File: config.mk
export PLATFORM = sky130hd
export DESIGN_NAME = mem_access_unit
export DESIGN_NICKNAME = d
export VERILOG_FILES = /design/src/rtl/mem_access_unit.sv
export SDC_FILE = /design/constraint.sdc
export NUM_CORES = 1
export LEC_CHECK = 0
export ABC_AREA = 1
export CAP_MARGIN = 20
export CORE_AREA = 2 2 150 152
export CTS_BUF_LIST = sky130_fd_sc_hd__clkbuf_8
export DETAILED_ROUTE_END_ITERATION = 10
export DIE_AREA = 0 0 152 154
export GPL_TIMING_DRIVEN = 0
export PLACE_DENSITY = 0.79
export SYNTH_ARGS = -nofsm -noshare
export SYNTH_HDL_FRONTEND = slang
export SYNTH_SLANG_ARGS = --single-unit
File: constraint.sdc
create_clock -name CLK -period 2.5 [get_ports CLK]
set_input_delay 0.5 -clock CLK [delete_from_list [all_inputs] [get_ports CLK]]
set_output_delay 0.5 -clock CLK [all_outputs]
set_load 0.03 [all_outputs]
File: src/rtl/mem_access_unit.sv
// -----------------------------------------------------------------------------
// mem_access_unit
//   M-stage data-memory access unit of the pipeline. Issues a single-word
//   memory request for loads and stores, stalls the pipeline while it waits
//   for mem_ack, aborts with a bus error after TIMEOUT wait cycles, and
//   registers the M-stage results into the W stage. Load data is lane-selected
//   and sign- or zero-extended. Store data is replicated across the byte
//   lanes, with matching byte enables.
//
//   Memory handshake: mem_req is a combinational request that is held high
//   for as long as the M-stage inputs present an access. The memory completes
//   the access by pulsing mem_ack for one cycle, which can be the request
//   cycle itself. The transfer happens on the rising edge that ends a cycle
//   in which mem_req && mem_ack are both high. If TIMEOUT wait cycles pass
//   with no ack, mem_req is dropped and the access completes with BusErrW=1.
//
//   Optional feature macro: MAU_MISALIGN_TRAP_EN
//     When it is defined, misaligned half/word accesses are suppressed and
//     reported through MisalignW. When it is undefined, MisalignW is tied
//     low.
//
// Ports
//   CLK, RST_N           clock (rising edge), async active-low reset
//   RegWriteM..rdM       M-stage control inputs
//   ALUResultM           byte address of the access
//   PCPlus4M, PCTargetM  passed through to W
//   WriteDataM           store data
//   mem_req, mem_we      memory request / write strobe
//   mem_addr             word address (ALUResultM[ADDR_W+1:2])
//   mem_be, mem_wdata    byte enables / lane-replicated write data
//   mem_rdata, mem_ack   memory read data / completion
//   StallM               stall request to the hazard unit
//   *W                   W-stage registers
//   StateDbg             FSM state for observation (1 = WAIT)
// -----------------------------------------------------------------------------
module mem_access_unit #(
   parameter int ADDR_W  = 30,
   parameter int TIMEOUT = 15
) (
   input  logic              CLK,
   input  logic              RST_N,
   input  logic              RegWriteM,
   input  logic              MemReadM,
   input  logic              MemWriteM,
   input  logic [2:0]        LoadControlM,
   input  logic [1:0]        StoreControlM,
   input  logic [2:0]        ResultSrcM,
   input  logic [4:0]        rdM,
   input  logic [31:0]       ALUResultM,
   input  logic [31:0]       PCPlus4M,
   input  logic [31:0]       PCTargetM,
   input  logic [31:0]       WriteDataM,
   output logic              mem_req,
   output logic              mem_we,
   output logic [ADDR_W-1:0] mem_addr,
   output logic [3:0]        mem_be,
   output logic [31:0]       mem_wdata,
   input  logic [31:0]       mem_rdata,
   input  logic              mem_ack,
   output logic              StallM,
   output logic              RegWriteW,
   output logic [2:0]        ResultSrcW,
   output logic [4:0]        rdW,
   output logic [31:0]       ALUResultW,
   output logic [31:0]       PCPlus4W,
   output logic [31:0]       PCTargetW,
   output logic [31:0]       ReadDataW,
   output logic              BusErrW,
   output logic              MisalignW,
   output logic              StateDbg
);

   typedef enum logic {IDLE = 1'b0, WAIT = 1'b1} state_t;

   localparam logic [7:0] TIMEOUT_CNT = 8'(TIMEOUT);

   state_t      state, stateNext;
   logic [7:0]  waitCnt, waitCntNext;
   logic [1:0]  lane;
   logic        memOp, misalign, access, timeout, busErr;
   logic [7:0]  byteVal;
   logic [15:0] halfVal;
   logic [31:0] loadData;

   assign lane  = ALUResultM[1:0];
   assign memOp = MemReadM | MemWriteM;

`ifdef MAU_MISALIGN_TRAP_EN
   logic isHalf, isWord;
   always_comb begin
      isHalf = MemWriteM ? (StoreControlM == 2'b01) : (LoadControlM[1:0] == 2'b01);
      isWord = MemWriteM ? (StoreControlM == 2'b10) : (LoadControlM[1:0] == 2'b10);
   end
   assign misalign = memOp & ((isHalf & lane[0]) | (isWord & (lane != 2'b00)));
`else
   assign misalign = 1'b0;
`endif

   assign access  = memOp & ~misalign;
   assign timeout = (state == WAIT) && (waitCnt == TIMEOUT_CNT);
   assign busErr  = access & timeout;
   assign StallM  = access & ~mem_ack & ~timeout;
   assign mem_req = access & ~timeout;
   assign mem_we  = MemWriteM;
   assign mem_addr = ALUResultM[ADDR_W+1:2];
   assign StateDbg = (state == WAIT);

   // The counter counts elapsed wait cycles, including the first (IDLE)
   // cycle of the access. It therefore enters WAIT already at 1, and
   // TIMEOUT stalled cycles pass before the abort.
   always_comb begin
      stateNext   = state;
      waitCntNext = '0;
      case (state)
         IDLE: begin
            if (access & ~mem_ack) begin
               stateNext   = WAIT;
               waitCntNext = 8'd1;
            end
         end
         WAIT: begin
            if (mem_ack | timeout | ~access) begin
               stateNext = IDLE;
            end else begin
               waitCntNext = waitCnt + 8'd1;
            end
         end
         default: stateNext = IDLE;
      endcase
   end

   always_ff @(posedge CLK or negedge RST_N) begin
      if (!RST_N) begin
         state   <= IDLE;
         waitCnt <= '0;
      end else begin
         state   <= stateNext;
         waitCnt <= waitCntNext;
      end
   end

   // Store byte enables and lane-replicated write data.
   always_comb begin
      mem_be    = 4'b0000;
      mem_wdata = WriteDataM;
      if (access) begin
         if (MemWriteM) begin
            case (StoreControlM)
               2'b00: begin
                  mem_be    = 4'b0001 << lane;
                  mem_wdata = {4{WriteDataM[7:0]}};
               end
               2'b01: begin
                  mem_be    = 4'b0011 << {lane[1], 1'b0};
                  mem_wdata = {2{WriteDataM[15:0]}};
               end
               2'b10:   mem_be = 4'b1111;
               default: mem_be = 4'b0000;
            endcase
         end else begin
            mem_be = 4'b1111;
         end
      end
   end

   // Load lane selection and extension.
   always_comb begin
      case (lane)
         2'd0:    byteVal = mem_rdata[7:0];
         2'd1:    byteVal = mem_rdata[15:8];
         2'd2:    byteVal = mem_rdata[23:16];
         default: byteVal = mem_rdata[31:24];
      endcase
      halfVal = lane[1] ? mem_rdata[31:16] : mem_rdata[15:0];
      case (LoadControlM)
         3'b000:  loadData = {{24{byteVal[7]}}, byteVal};
         3'b001:  loadData = {{16{halfVal[15]}}, halfVal};
         3'b010:  loadData = mem_rdata;
         3'b100:  loadData = {24'd0, byteVal};
         3'b101:  loadData = {16'd0, halfVal};
         default: loadData = '0;
      endcase
   end

   // W-stage registers: a bubble while stalled, otherwise capture M.
   always_ff @(posedge CLK or negedge RST_N) begin
      if (!RST_N) begin
         RegWriteW  <= 1'b0;
         ResultSrcW <= '0;
         rdW        <= '0;
         ALUResultW <= '0;
         PCPlus4W   <= '0;
         PCTargetW  <= '0;
         ReadDataW  <= '0;
         BusErrW    <= 1'b0;
         MisalignW  <= 1'b0;
      end else if (StallM) begin
         RegWriteW <= 1'b0;
         rdW       <= '0;
         BusErrW   <= 1'b0;
         MisalignW <= 1'b0;
      end else begin
         RegWriteW  <= RegWriteM & ~busErr & ~misalign;
         ResultSrcW <= ResultSrcM;
         rdW        <= rdM;
         ALUResultW <= ALUResultM;
         PCPlus4W   <= PCPlus4M;
         PCTargetW  <= PCTargetM;
         ReadDataW  <= (MemReadM & access & mem_ack) ? loadData : '0;
         BusErrW    <= busErr;
         MisalignW  <= misalign;
      end
   end

endmodule

Yosys cells after proc, flatten, opt, wreduce, memory -nomap -nowiden. Index checks and enable logic that the tools add are counted. Widths: inputs -> output; s select.

Bitwise operators: 15. Multiplexer cells: 19. Reductions and logical operators: 4. Shifts and indexed selects: 2. Equal/unequal tests: 9. Add/sub/neg operators: 1.

Operators with widths (number): $pmux 32 s5 (1); $mux 32 (3); $pmux 32 s2 (1); $pmux 8 s3 (1); $mux 16 (1); $pmux 8 s2 (1); $pmux 4 s3 (1); $add 8x1->8 const B (1); $eq 8x4->1 const B (1); $mux 4 (2); $mux 8 (1); $and 1x1->1 (7); $eq 3x3->1 const B (2); $mux 1 (5); $mux 5 (1); $not 1->1 (5); $eq 2x1->1 const B (2); $eq 2x2->1 const B (2); $logic_not 2->1 (2); $shl 1x2->4 const A (1); $shl 2x2->4 const A (1); $eq 3x1->1 const B (1); $eq 3x2->1 const B (1); $logic_not 3->1 (1); 3 further kinds (5).

Register bits: 147. Input port bits: 179.

Logic depth before layout (Yosys ltp). Gate-level depths: netlist of the first run.

Depth in word-level cells: 6. Gate-level depth with buffers: 10.

Least setup slack after synthesis of the first run. No wires, ideal clock.

Path kind: input to output. From: input MemWriteM. To: output mem_wdata[16]. Data arrival time: 1.812 ns. Cell stages on the path: 6. Path buffers: 2. Setup slack: 0.188 ns. Data required time: 2.000 ns. Cells stage by stage: buf_4 -> inv_1 -> nor2_4 -> inv_1 -> buf_2 -> o21ai_0.

Cells in the longest elaborated chain, start to end: 2. Elaborated cells on any way between the ends: 3. Classes of those cells: mux (2); bitwise (1).

Ends and longest elaborated chain: start, declared (RTL line 44) `input logic MemWriteM,`; $mux 32 or $or 1x1->1 (tied branches) (RTL line 147, 86); $mux 32 * (RTL line 146) `if (access) begin`; end, declared (RTL line 57) `output logic [31:0] mem_wdata,`.

Every way passes the cells marked *; elsewhere a longest branch is shown, timed or not.

Worst setup path in the final report of the first run.
From: register waitCnt[0]. To: output StallM.

Cells in the longest elaborated chain, start to end: 4.

Ends and longest elaborated chain: start, declared (RTL line 78) `logic [7:0] waitCnt, waitCntNext;`; start signal, assigned (RTL line 138) `waitCnt <= waitCntNext;`; $eq 8x4->1 (RTL line 100) `assign timeout = (state == WAIT) && (waitCnt == TIMEOUT_CNT);`; $logic_and 1x1->1 (RTL line 100); $not 1->1 (RTL line 102) `assign StallM = access & ~mem_ack & ~timeout;`; $and 1x1->1 (RTL line 102); end, declared (RTL line 60) `output logic StallM,`.

No other way between the ends.

==> reports/results.txt, run 1 <==
Max_cap viols - 0
Number of remaining DRC errors - 0
GR Util met3 - 0.0547
Largest net degree at the start of global routing - 82
PortBufs - 386
Crit start category - flip-flop
Clock Tree Buf Depth - 2
CP arrival - 1.88 ns
Top Usage Layer GRT - met2
Fmax - 421 MHz
Async SR Flop Fraction - 1.00
Skew-Pair Late Insertion Delay - 0.46 ns
CTS clk-pin slew, worst paths - 0.10 ns
PwrDens - 535 mW/mm^2
Most used DFF post-synth - dfrtp_1
Pre-CTS WS - -0.897 ns
Yosys cell types - 28
IO Pins - 388
Global route overflow - 0
Syn_area_per_cell - 7.39 um^2
Core Area - 0.0217 mm^2
Critical-path maximum fanout - 19
Share of layout cells above drive strength 1 - 0.122
Final Hold Fails - 0
Slew Limit Fails - 0
Routed Antenna Nets - 0
M1 GR Usage - 0.281
Synth area leaders - dfrtp_1 49%, nand2_1 28%, buf_6 4.3%, buf_4 4.3%, inv_1 3.7%
Die Y - 154 um
Initial drt markers - 541
Net count, final - 1,616
DP Area - 0.0118 mm^2
CTS tree - done
H-tree levels - 4
Gpl congestion - 0.927
Synth Area in Adders - 0.00165
Die ar. - 0.0234 mm^2
GR Util met2 - 0.379
P&R area growth vs syn - 61.2%
Req. time, crit path - 2.00 ns
Worst setup startpoint - waitCnt[0]
Vias/cell - 4.50
Die span in x - 152 um
Placed cell count - 1,693
Finished Cell Area - 0.0122 mm^2
Root Driver - clkbuf_8
Num Clock Sinks - 147
Mapped Area - 0.00758 mm^2
Total global-route track usage - 0.225
Final Non-Filler Cells - 1,731
Synth warn - 0
Xor and xnor fraction of the mapped netlist area - 0.00347
Post-synth top area share - 0.485
Cells after Synth - 1,026
Largest family of logic cells by synthesized area - simple AND/OR/NAND/NOR gates
Power, Total - 6.54 mW
Fin crit share - 0.951
Pre-antenna DRT Iters - 5
Worst Setup Slack, final - 0.124 ns
Post-synth EDFFs - 0
Worst relative slew slack - 0.581
WS Path Type - flip-flop to output port
Cell taking the most area after synthesis - dfrtp_1
Hold Path Class - input pin to asynchronous set/reset pin
LEAKAGE - 6.29 nW
Final wirelength - 26.6 mm
Setup TNS Final - 0 ns
FF+latch count, synth - 147
Worst R2R Start - waitCnt[0]
Max VDD drop - 0.339 mV
Vias - 7,783
DP HPWL - 20.7 mm
Area fraction in compound gates after synthesis - 0.0398
Seq/Total Area, Yosys - 0.485
WL per Instance - 15.4 um
Crit. End Element - output port
Status - complete, no violations
Most frequent cells in the layout - 556 x nand2_1, 349 x clkdlybuf4s50_1, 147 x dfrtp_1
Initial antenna violation count - 2
Unrepaired setup endpoints after global routing - false
# rows - 54
Worst Tran Pin Value - 0.629 ns
Post-synth net total - 1,206
Simple-Gate Fraction of Synth Area - 0.336
First-pass GRT wire length - 41.9 mm
Initial Util - 0.350
Vias in the first global route - 7,782
Hold-fix buffers at CTS - 0
Worst clock skew - 0.0227 ns
Min cycle time layout - 2.38 ns
Multiplexer share of the synthesized area - 0
Endpoints failing setup - 0
CTS buffer count - 17
Commonest non-fill, non-tap cell in the layout - nand2_1
==> state kept, by name, summed over array words and instances, names as in the netlist <==
register,flops
ALUResultW,32
BusErrW,1
PCPlus4W,32
PCTargetW,32
ReadDataW,32
RegWriteW,1
ResultSrcW,3
StateDbg,1
rdW,5
waitCnt,8
==> layout make-up <==
cell class	instances	area, um^2
Sequential cell	147	3680
Buffer	81	708
Fill cell	1982	9460
Clock inverter	15	125
Multi-Input combinational cell	714	2940
Inverter	82	318
Tap cell	280	350
Clock buffer	17	234
Antenna cell	2	5.00
Timing Repair Buffer	393	3870
==> power by group <==
part / internal (mW) / leakage [nW] / switching, mW
Sequential: 2.57 / 1.84 / 0.108
Clock: 0.715 / 0.177 / 1.03
Combinational: 0.921 / 4.28 / 1.20
Total: 4.20 / 6.29 / 2.34
==> kinds of logic after synthesis <==
kind of cell | Yosys count
AO/OA/AOI/OAI | 58
XOR/XNOR | 3
adder cells (fa/ha/maj) | 1
buffers and inverters | 165
flip-flops | 147
other | 1
AND/OR/NAND/NOR | 651
==> routing by layer <==
metal | wire [um] | vias to the layer above
met5 | 0 | -
met4 | 725 | 0
met3 | 1840 | 51
met2 | 12900 | 316
met1 | 11100 | 3534
li1 | - | 3882
==> cells in the mapped netlist (3+ instances only) <==
library cell / count
a21oi_1: 12
buf_2: 9
buf_4: 43
buf_6: 29
dfrtp_1: 147
inv_1: 74
inv_2: 5
nand2_1: 557
nand3_1: 26
nand3_2: 3
nor2_1: 48
nor2_2: 7
nor2_4: 3
nor3_1: 3
o21ai_0: 34
o21ai_1: 3
o22ai_1: 8
xor2_1: 3
==> final timing paths <==
check,endpoint,slack (ns),cells after the start
worst min-delay path,ALUResultW[14],0.01,1
worst max register to register,ReadDataW[26],0.87,10
min in group CLK,ALUResultW[15],0.48,2
worst min register to register,ALUResultW[15],0.48,2
worst max-delay path,StallM,0.12,8
max in group asynchronous,PCPlus4W[16],1.65,2
==> worst max-delay path, cell delays in order, from the launching register on <==
cell and delay (ns):
dfrtp_1 0.43, ha_4 0.18, nand3_2 0.10, nor2_4 0.05, nand3_2 0.08, nand2_2 0.08
inv_2 0.08, buf_8 0.23, buf_4 0.20
==> stage by stage <==
stage | hold WS (ns) | util
finish | 0.0127 | 0.564
global route | 0.0502 | 0.563
CTS | 0.0198 | 0.561
detailed placement | 0.457 | 0.545
global placement | 0.453 | 0.544
floorplan | 0.204 | -
==> what timing repair did <==
action / CTS / global route
gates resized for setup: 173 / 18
hold endpoints to repair: 0 / 0
endpoints found under the setup margin: 30 / 25
setup buffers: 2 / 4
pin swaps: 1 / 2
Power figures use the tool's default switching activity.
==> inputs of run 2 (changes only) <==
CAP_MARGIN = not set   (was 20)
SETUP_SLACK_MARGIN = 0.15   (was not set)
==> run 2 against run 1 <==
Count of clock-buffer cells in the layout did not move. Total power up 0.41%. Routed wire length rose by 1.7%. Register-to-register slack worse by 0.59 ns. Die area stayed put. Final cell count rose by 1.0%. First-iteration DRC count up 5.9%. Critical path type is now input pin to output port. Highest routed layer unchanged.
==> reports/results.txt, run 2 (same netlist as run 1, synthesis figures left out) <==
IO Pins - 388 (unchanged)
Psw - 2.35 mW (was 2.34 mW)
Most frequent cells in the layout - 556 x nand2_1, 349 x clkdlybuf4s50_1, 147 x dfrtp_1 (unchanged)
Final wirelength - 27.1 mm (was 26.6 mm)
H-tree levels - 4 (unchanged)
Area occupied by registers - 0.00368 mm^2 (unchanged)
Initial Util - 0.350 (unchanged)
Min cycle time layout - 2.33 ns (was 2.38 ns)
Unrepaired setup endpoints after global routing - true (was false)
Initial antenna violation count - 2 (unchanged)
DP Area - 0.0118 mm^2 (unchanged)
First-pass GRT wire length - 42.6 mm (was 41.9 mm)
WS Path Type - input pin to output port (was flip-flop to output port)
Final Non-Filler Cells - 1,749 (was 1,731)
Hold Path Class - input pin to asynchronous set/reset pin (unchanged)
Core Area - 0.0217 mm^2 (unchanged)
Clock Tree Buf Depth - 2 (unchanged)
Slew Limit Fails - 0 (unchanged)
Hold-fix buffers at CTS - 0 (unchanged)
CTS tree - done (unchanged)
Initial drt markers - 573 (was 541)
Die Y - 154 um (unchanged)
Commonest non-fill, non-tap cell in the layout - nand2_1 (unchanged)
Worst Tran Pin Value - 0.627 ns (was 0.629 ns)
Num Clock Sinks - 147 (unchanged)
Fmax - 430 MHz (was 421 MHz)
Critical-path maximum fanout - 2 (was 19)
Area occupied by multi-input gates - 0.00295 mm^2 (was 0.00294 mm^2)
Root Driver - clkbuf_8 (unchanged)
Largest net degree at the start of global routing - 82 (unchanged)
P&R area growth vs syn - 63.4% (was 61.2%)
WL per Instance - 15.5 um (was 15.4 um)
PwrDens - 530 mW/mm^2 (was 535 mW/mm^2)
Vias - 7,884 (was 7,783)
Placed cell count - 1,693 (unchanged)
Switch share - 0.357 (about the same)
Int Power - 4.22 mW (was 4.20 mW)
Number of remaining DRC errors - 0 (unchanged)
Combinational share of power - 0.326 (was 0.324)
Crit. End Element - output port (unchanged)
Skew-Pair Late Insertion Delay - 0.46 ns (about the same)
Seq pwr share - 0.407 (was 0.409)
Share of layout cells above drive strength 1 - 0.134 (was 0.122)
Total global-route track usage - 0.229 (was 0.225)
CTS buffer count - 17 (unchanged)
PortBufs - 386 (unchanged)
Worst relative slew slack - 0.582 (was 0.581)
Final-layout fill cell count - 1,962 (was 1,982)
Max VDD drop - 0.340 mV (was 0.339 mV)
Worst r2r path cells - 15 (was 10)
Vias in the first global route - 7,881 (was 7,782)
Final Hold Fails - 0 (unchanged)
DP HPWL - 20.7 mm (unchanged)
Status - complete, no violations (unchanged)
Max_cap viols - 0 (unchanged)
Finished Cell Area - 0.0124 mm^2 (was 0.0122 mm^2)
# rows - 54 (unchanged)
Fin crit share - 0.930 (was 0.951)
Endpoints failing setup - 0 (unchanged)
CTS clk-pin slew, worst paths - 0.10 ns (about the same)
Die span in x - 152 um (unchanged)
Gpl congestion - 0.927 (unchanged)
Req. time, crit path - 2.00 ns (about the same)
CP arrival - 1.83 ns (was 1.88 ns)
Crit start category - input pin (was flip-flop)
Die ar. - 0.0234 mm^2 (unchanged)
Power, Total - 6.57 mW (was 6.54 mW)
Clock network power share - 0.267 (about the same)
Routed Antenna Nets - 0 (unchanged)
Vias/cell - 4.51 (was 4.50)
Setup TNS Final - 0 ns (unchanged)
LEAKAGE - 6.36 nW (was 6.29 nW)
Worst clock skew - 0.0220 ns (was 0.0227 ns)
Global route overflow - 0 (unchanged)
Pre-antenna DRT Iters - 6 (was 5)
Worst hold slack - 0.0151 ns (was 0.0127 ns)
Net count, final - 1,634 (was 1,616)
==> run 2: cell count changes in the layout (fill, tap and decap cells not counted), moves of 2 or more <==
cell | before | now
dlygate4sd2_1 | 3 | 5
buf_12 | 0 | 2
clkdlybuf4s15_2 | 7 | 5
buf_4 | 58 | 78
dlymetal6s2s_1 | 4 | 1
buf_2 | 17 | 14
==> run 2: critical path, stage by stage <==
cell	delay, ns
clkdlybuf4s50_1	0.54
buf_4	0.13
clkdlybuf4s50_1	0.65
==> run 2: power groups by stage <==
stage                     combinational (mW)  clock (mW)  sequential (mW)
final                                   2.14        1.75             2.67
after global routing                    2.29        1.93             2.70
after CTS                               2.14        1.81             2.67
after detailed placement                2.13           0             2.72
after global placement                  2.10           0             2.71
after floorplan                        0.676           0             3.10
==> run 2: per-stage QoR <==
stage                     utilization  setup WS [ns]
after floorplan                     -          0.188
final                           0.571          0.174
after CTS                       0.568       -0.00752
after global placement          0.544          -5.10
after global routing            0.571         0.0910
after detailed placement        0.545         -0.897
==> run 2: layout make-up <==
class	count	share of cell area
Buffer	83	0.0598
Timing Repair Buffer	409	0.322
Clock buffer	17	0.0189
Sequential cell	147	0.297
Antenna cell	2	0.000404
Multi-Input combinational cell	714	0.238
Clock inverter	15	0.0101
Inverter	82	0.0256
Tap cell	280	0.0283
==> run 2: metal layers <==
layer  share of wire  vias to the layer above  track usage
li1                -                     3915            -
met1            0.41                     3579        0.283
met2            0.49                      328        0.390
met3           0.071                       62       0.0552
met4           0.028                        0       0.0823
met5               0                        -            0
==> run 2: worst paths after layout <==
check                               startpoint             end  slack (ns)
max in group asynchronous                RST_N          rdW[1]        1.65
worst max register to register      waitCnt[0]       RegWriteW        0.28
worst min register to register  ALUResultW[26]  ALUResultW[26]        0.48
worst max-delay path             WriteDataM[1]    mem_wdata[1]        0.17
min in group CLK                ALUResultW[26]  ALUResultW[26]        0.48
worst min-delay path                     RST_N  ALUResultW[14]        0.02
==> run 2: what timing repair did <==
action | 4_1_cts | 5_1_grt
gates resized for setup | 191 | 15
buffers inserted | 16 | 6
cloned | 0 | 0
setup endpoints to repair | 30 | 29
pin swaps | 4 | 4
==> inputs of run 3 (changes only) <==
SLEW_MARGIN = 20   (was not set)
==> run 3 against run 2 <==
Via count about the same. Count of clock-buffer cells in the layout stayed put. Critical path type unchanged. Clock skew increased by 0.0018 ns.
==> reports/results.txt, run 3 (same netlist as run 1, synthesis figures left out) <==
LEAKAGE - 6.37 nW (was 6.36 nW)
Number of remaining DRC errors - 0 (unchanged)
Initial Util - 0.350 (unchanged)
Vias in the first global route - 7,832 (was 7,881)
Crit start category - input pin (unchanged)
CTS buffer count - 17 (unchanged)
Worst hold slack - 0.476 ns (was 0.0151 ns)
Most frequent cells in the layout - 556 x nand2_1, 349 x clkdlybuf4s50_1, 147 x dfrtp_1 (unchanged)
WS Path Type - input pin to output port (unchanged)
Largest net degree at the start of global routing - 85 (was 82)
Final wirelength - 26.8 mm (was 27.1 mm)
Unrepaired setup endpoints after global routing - true (unchanged)
CTS tree - done (unchanged)
Worst path bufs/invs - 3 (unchanged)
Share of layout cells above drive strength 1 - 0.129 (was 0.134)
Pre-antenna DRT Iters - 7 (was 6)
Total global-route track usage - 0.225 (was 0.229)
Crit. End Element - output port (unchanged)
H-tree levels - 4 (unchanged)
Num Clock Sinks - 147 (unchanged)
IO Pins - 388 (unchanged)
Max VDD drop - 0.359 mV (was 0.340 mV)
Final Non-Filler Cells - 1,744 (was 1,749)
Commonest non-fill, non-tap cell in the layout - nand2_1 (unchanged)
Pre-CTS WS - -0.900 ns (was -0.897 ns)
Endpoints failing setup - 0 (unchanged)
Psw - 2.36 mW (was 2.35 mW)
Clock network power share - 0.282 (was 0.267)
Fmax - 425 MHz (was 430 MHz)
Die Y - 154 um (unchanged)
Max_cap viols - 0 (unchanged)
Switch share - 0.353 (was 0.357)
Vias/cell - 4.52 (was 4.51)
PortBufs - 386 (unchanged)
DP HPWL - 20.7 mm (about the same)
Seq pwr share - 0.400 (was 0.407)
Placed cell count - 1,693 (unchanged)
Global route overflow - 0 (unchanged)
Vias - 7,889 (was 7,884)
Worst stage delay on the critical path - 0.65 ns (about the same)
Combinational share of power - 0.318 (was 0.326)
Core Area - 0.0217 mm^2 (unchanged)
Req. time, crit path - 2.00 ns (about the same)
Critical-path maximum fanout - 2 (unchanged)
Initial drt markers - 560 (was 573)
Root Driver - clkbuf_8 (unchanged)
Die span in x - 152 um (unchanged)
Skew-Pair Late Insertion Delay - 0.46 ns (about the same)
Fin crit share - 0.941 (was 0.930)
Cell mode on critical path - clkdlybuf4s50_1 (unchanged)
CTS clk-pin slew, worst paths - 0.09 ns (was 0.10 ns)
Worst Setup Slack, final - 0.148 ns (was 0.174 ns)
Highest-delay cell along the critical path - clkdlybuf4s50_1 (unchanged)
Net count, final - 1,630 (was 1,634)
Slew Limit Fails - 0 (unchanged)
Min cycle time layout - 2.35 ns (was 2.33 ns)
Hold Path Class - flip-flop to flip-flop (was input pin to asynchronous set/reset pin)
First-pass GRT wire length - 42.2 mm (was 42.6 mm)
Crit-path leading delay family - buffers and inverters (unchanged)
Clock Tree Buf Depth - 2 (unchanged)
Initial antenna violation count - 2 (unchanged)
# rows - 54 (unchanged)
Power, Total - 6.70 mW (was 6.57 mW)
PwrDens - 541 mW/mm^2 (was 530 mW/mm^2)
Finished Cell Area - 0.0124 mm^2 (about the same)
Status - complete, no violations (unchanged)
CP arrival - 1.85 ns (was 1.83 ns)
Worst clock skew - 0.0238 ns (was 0.0220 ns)
Hold depth - 2
Worst r2r path cells - 11 (was 15)
Routed Antenna Nets - 0 (unchanged)
P&R area growth vs syn - 63.2% (was 63.4%)
Die ar. - 0.0234 mm^2 (unchanged)
Critical Path, Cell by Cell - clkdlybuf4s50_1 -> buf_4 -> clkdlybuf4s50_1 (unchanged)
Int Power - 4.34 mW (was 4.22 mW)
DP Area - 0.0118 mm^2 (about the same)
Gpl congestion - 0.927 (unchanged)
Final Hold Fails - 0 (unchanged)
WL per Instance - 15.4 um (was 15.5 um)
Critical path depth in cells - 3 (unchanged)
run 3: cell types whose count changed in the layout (fill, tap and decap cells not counted), sizes merged, moves of 2 or more:
cell,delta
clkdlybuf4s15,-2
clkinvlp,-3
buf,-9
clkbuf,+5
clkinv,+2
run 3: power by group through the flow:
stage	sequential, mW	clock (mW)	combinational, mW
finish	2.68	1.89	2.13
global route	2.70	2.06	2.28
CTS	2.68	1.95	2.14
detailed placement	2.72	0	2.13
global placement	2.71	0	2.10
floorplan	3.10	0	0.676
run 3: metal layers:
metal	GRT usage	wire length, um	vias to the layer above	part of all wire
met5	0	0	-	0
met4	0.0810	781	0	0.029
met3	0.0581	2020	58	0.075
met2	0.389	13100	320	0.49
met1	0.272	10900	3591	0.41
li1	-	-	3920	-
run 3: path summary, 6_finish.rpt:
path | from | slack, ns | endpoint
min in group asynchronous | RST_N | 0.56 | ALUResultW[13]
hold reg to reg | ALUResultW[27] | 0.48 | ALUResultW[27]
hold / removal | ALUResultW[27] | 0.48 | ALUResultW[27]
setup / recovery | WriteDataM[1] | 0.15 | mem_wdata[1]
max in group asynchronous | RST_N | 1.15 | ReadDataW[0]
setup reg to reg | waitCnt[0] | 0.80 | ReadDataW[28]
run 3: per-stage QoR:
step / util / setup TNS [ns]
3_5_place_dp: 0.545 / -19.83
2_1_floorplan: - / 0
5_1_grt: 0.570 / 0
3_3_place_gp: 0.544 / -766.49
4_1_cts: 0.570 / -0.0143
6_report: 0.570 / 0
run 3: repair_timing:
action	4_1_cts	5_1_grt
setup buffers	11	6
setup endpoints to repair	30	21
pin swaps	5	4
resized for setup	160	24
endpoints found under the hold margin	56	0
hold buffers	1	0
run 3: cell type report:
type	count	area, um^2
sequential	147	3680
buffer	83	738
fill	2025	9320
inverter	82	318
antenna	1	2.50
clock inverter	15	166
timing repair buffer	405	3940
tap	280	350
clock buffer	17	234
multi-input combinational	714	2940
run 3: worst min-delay path: stages, from the launching register on:
cell and delay [ns]:
dfrtp_1 0.35, nand2_1 0.05, nand2_1 0.05
